--- config.mk ---
export PLATFORM = sky130hd
export DESIGN_NAME = dmem_access_unit
export DESIGN_NICKNAME = d
export VERILOG_FILES = /design/src/rtl/dmem_access_unit.sv
export SDC_FILE = /design/constraint.sdc
export NUM_CORES = 1
export LEC_CHECK = 0
export ABC_AREA = 1
export CORE_ASPECT_RATIO = 1.2
export CORE_MARGIN = 2
export CORE_UTILIZATION = 38
export CTS_CLUSTER_DIAMETER = 30
export DETAILED_ROUTE_END_ITERATION = 8
export GPL_ROUTABILITY_DRIVEN = 0
export GPL_TIMING_DRIVEN = 0
export PLACE_DENSITY_LB_ADDON = 0.2
export SYNTH_ARGS = -nofsm -noshare
export SYNTH_HDL_FRONTEND = slang
export SYNTH_SLANG_ARGS = --single-unit
export TNS_END_PERCENT = 30
--- constraint.sdc ---
create_clock -name clk -period 1.32 [get_ports clk]
set_clock_uncertainty 0.05 [all_clocks]
set_input_delay 0.132 -clock clk [delete_from_list [all_inputs] [get_ports clk]]
set_output_delay 0.132 -clock clk [all_outputs]
set_load 0.01 [all_outputs]
--- src/rtl/dmem_access_unit.sv ---
// Multi-cycle data-memory access stage: turns load/store requests from the core into
// req/ack bus transactions, stalls the core until they complete, and halts on faults.
module dmem_access_unit #(
    parameter int TIMEOUT_CYCLES = 64
) (
    input  logic        clk,
    input  logic        reset,
    input  logic        memread,
    input  logic        memwrite,
    input  logic [31:0] addr,
    input  logic [31:0] writedata,
    output logic [31:0] readdata,
    output logic        stall,
    output logic        bus_req,
    output logic        bus_we,
    output logic [31:0] bus_addr,
    output logic [31:0] bus_wdata,
    input  logic        bus_ack,
    input  logic [31:0] bus_rdata,
    input  logic        bus_err,
    output logic        fault,
    output logic [1:0]  fault_cause
);

    typedef enum logic [1:0] {
        IDLE  = 2'b00,
        REQ   = 2'b01,
        DONE  = 2'b10,
        FAULT = 2'b11
    } state_t;

    localparam logic [1:0] CAUSE_MISALIGN = 2'b01;
    localparam logic [1:0] CAUSE_BUS_ERR  = 2'b10;
    localparam logic [1:0] CAUSE_TIMEOUT  = 2'b11;
    // Counter holds the number of REQ cycles already elapsed, so the last allowed cycle sees N-1.
    localparam logic [7:0] CNT_LAST = 8'(TIMEOUT_CYCLES - 1);

    state_t      state;
    state_t      state_nxt;
    logic [1:0]  cause_nxt;
    logic [7:0]  cnt;
    logic        access;
    logic        aligned;

    assign access  = memread | memwrite;
    assign aligned = (addr[1:0] == 2'b00);

    always_comb begin
        state_nxt = state;
        cause_nxt = fault_cause;
        stall     = 1'b0;
        case (state)
            IDLE: begin
                if (access) begin
                    stall = 1'b1;
                    if (aligned) begin
                        state_nxt = REQ;
                    end else begin
                        state_nxt = FAULT;
                        cause_nxt = CAUSE_MISALIGN;
                    end
                end
            end
            REQ: begin
                stall = 1'b1;
                if (bus_err) begin
                    state_nxt = FAULT;
                    cause_nxt = CAUSE_BUS_ERR;
                end else if (bus_ack) begin
                    state_nxt = DONE;
                end else if (cnt == CNT_LAST) begin
                    state_nxt = FAULT;
                    cause_nxt = CAUSE_TIMEOUT;
                end
            end
            DONE: begin
                state_nxt = IDLE;
            end
            FAULT: begin
                stall = 1'b1;
            end
            default: begin
                state_nxt = IDLE;
            end
        endcase
        // Core must see stall released while reset is held, even if access is still asserted.
        if (!reset) begin
            stall = 1'b0;
        end
    end

    always_ff @(posedge clk or negedge reset) begin
        if (!reset) begin
            state       <= IDLE;
            fault_cause <= 2'b00;
            fault       <= 1'b0;
            bus_req     <= 1'b0;
            bus_we      <= 1'b0;
            bus_addr    <= 32'h0;
            bus_wdata   <= 32'h0;
            readdata    <= 32'h0;
            cnt         <= 8'h0;
        end else begin
            state       <= state_nxt;
            fault_cause <= cause_nxt;
            fault       <= (state_nxt == FAULT);
            bus_req     <= (state_nxt == REQ);
            if (state == IDLE && access && aligned) begin
                bus_addr  <= addr;
                bus_wdata <= writedata;
                bus_we    <= memwrite;
                cnt       <= 8'h0;
            end
            if (state == REQ) begin
                cnt <= cnt + 8'd1;
                if (bus_ack && !bus_err && !bus_we) begin
                    readdata <= bus_rdata;
                end
            end
        end
    end

endmodule

==> impl_metrics.yaml <==
power:
  total_power_uw: 6451
  power_density_nw_per_um2: 883.5
  ir_drop_v: 0.0005111
  p_leak_uw: 0.004194
yosys:
  synth.most_common_cell: "nand2_1"
  yosysTopAreaCell: "dfrtp_1"
  ys_ff_latch: 111
  synth-main-ff-cell: "dfrtp_1"
  yosys_warnings: 0
  async_flop_share: 1.000
  yosys-top-cells-area: "dfrtp_1 61%, nand2_1 21%, o21ai_2 6.1%"
  yosysTopAreaCellShare: 0.6094
  synth_edf_count: 0
  yosys-top-cells-count: "249 x nand2_1, 111 x dfrtp_1, 48 x inv_1"
  syn_inst: 509
  seq_area_frac_synth: 0.6094
  synth_nets: 612
  avgSynthCellArea_um2: 8.955
  synth_cell_types: 21
  netlist_area_um2: 4558
cells_and_area:
  antenna_cells: 0
  regArea_um2: 2778
  post-route-cell-area_um2: 7302
  area_delta_synth_final_pct: 60.20
  fin_nets: 839
  multi_input_area_um2: 1559
  layout-drive-gt1-share: 0.1622
  n_fill_cell: 1030
sta:
  max_freq_mhz: 682.5
  period_minus_slack_ns: 1.465
  rsz0062_at_grt: "yes"
  worst_slack_ns: -0.1452
  slew_headroom: 0.5758
  report.final.slew_viol_count: 0
  setup_viol_count_final: 103
  worstMarginPinSlew_ns: 0.6363
  post-route-period-util: 1.110
  whs_ns: -0.2439
  finalHoldViolCount: 46
status:
  outcome: "finished, violations left"
  failed_checks: "hold timing, setup timing"
critical_path:
  reg2reg_depth: 8
  r2r-end: "readdata[19]"
  path_class: "reg2reg"
  crit_fanout: 10
  cp-end-kind: "flop"
  required_ns: 1.49
  start_kind: "flop"
  crit_arrival_ns: 1.64
  r2r_slack_ns: -0.15
drt:
  wl_per_cell_um: 13.62
  drc: 0
  drt_iter0_markers: 118
  drt-total-wl_um: 12220
  firstDrtPassIters: 4
  vias_per_cell: 4.472
  num_vias: 4011
  ant_nets: 0
die:
  core_area_um2: 11620
  io_pins: 204
  num_rows: 43
  die_area_um2: 12890
  die_y_um: 124.0
  initial_utilization: 0.3922
  die_w_um: 104.0
global_routing:
  grt_first_pass_wirelength_um: 19330
  overflow: 0
  gr-usage-all-layers: 0.1878
  met1_usage: 0.2280
  busiest_layer: "met2"
  antenna_found_initial: 0
  grt_start_max_net_pins: 66
  grt_pass1_vias: 4059
  grt.met2_usage: 0.3146
  grt_use_met3: 0.06384
placed_design:
  dp_hpwl_um: 8996
  postPlaceCellArea_um2: 6814
  io_buffers: 203
clock_tree:
  clockBufferDepth: 2
  cts_tree: "done"
  clkLatencyLatePin_ns: 0.33
  path_clk_slew_ns: 0.07
  h-tree-depth: 3
  cts-root-buf: "clkbuf_16"
  cts_buffers: 9
  cts.sinks: 111
hold_path:
  hold_path.class: "in2async"
run:
  max_cap_violations: 0
layout make-up:
cell class | instances | area share
Tap cell | 157 | 0.02690
Timing Repair Buffer | 216 | 0.2812
Clock buffer | 9 | 0.03084
Clock inverter | 6 | 0.008568
Sequential cell | 111 | 0.3804
Multi-Input combinational cell | 326 | 0.2135
Buffer | 22 | 0.03256
Inverter | 50 | 0.02605
state kept, by name (all words and copies together) (netlist names), named ones only:
register,flops
cnt,8
fault,1
state,1
fault_cause,2
bus_wdata,32
bus_addr,32
readdata,32
bus_req,1
bus_we,1
cells in the final DEF, fill, tap and decap left out, drive strengths merged, types with 3 or more instances in the layout:
master / n
dfrtp: 111
clkinvlp: 3
clkbuf: 13
nor2: 14
o21ai: 39
nand2: 250
nand3: 12
dlygate4sd2: 101
inv: 50
a21oi: 3
buf: 33
clkdlybuf4s50: 100
timing repair:
action | 4_1_cts | 5_1_grt
gates resized for setup | 135 | 50
cloned | 2 | 1
setup endpoints to repair | 211 | 111
pin swaps | 4 | 4
setup buffers | 7 | 2
endpoints found under the hold margin | 46 | 46
worst max-delay path by stage:
stage,startpoint,end,slack [ns],cells after the start
final,flop,readdata[19],-0.15,8
after global routing,flop,readdata[13],-0.21,8
after CTS,flop,bus_addr[28],-0.17,7
after detailed placement,memwrite,bus_wdata[15],-0.51,9
after global placement,reset,bus_addr[31],-4.19,1
after floorplan,flop,readdata[23],-0.04,8
where the power goes:
group	leakage, uW	switching, uW	internal [uW]	total, uW
logic	0.00256	144	277	422
registers	0.00150	0	3400	3400
clock network	0.000133	1180	1450	2630
layer usage:
metal,vias to the layer above,share of wire
li1,1991,-
met1,1840,0.41
met2,168,0.48
met3,12,0.095
met4,0,0.016
met5,-,0
worst max-delay path: stages (launching register included):
cell	delay, ns
dfrtp_1	0.37
inv_2	0.08
nor2_4	0.12
nand2_2	0.08
or2_4	0.25
buf_12	0.15
buf_8	0.14
nand2_1	0.07
o21ai_2	0.05
stage by stage:
stage               hold slack [ns]  worst slack [ns]  std cells  utilization  setup TNS, ns
global route                -0.1954           -0.2059        897       0.6283         -14.48
global placement             0.4012            -4.192        869       0.5842        -508.26
CTS                         -0.2177           -0.1722        894       0.6132         -12.42
detailed placement           0.1494           -0.5117        870       0.5863         -42.44
finish                      -0.2439           -0.1452        897       0.6283         -5.984
floorplan                   -0.2136          -0.04199        509            -         -1.103
cells by family (layout without fill, tap and decap cells):
logic type	Yosys count	after routing	share of synthesized area
and+or+nand+nor	282	282	0.2405
DFF	111	111	0.6094
buffers and inverters	72	303	0.07329
AOI/OAI and AO/OA	43	43	0.07411
adders and majority gates	1	1	0.002745
Power figures use the tool's default switching activity.
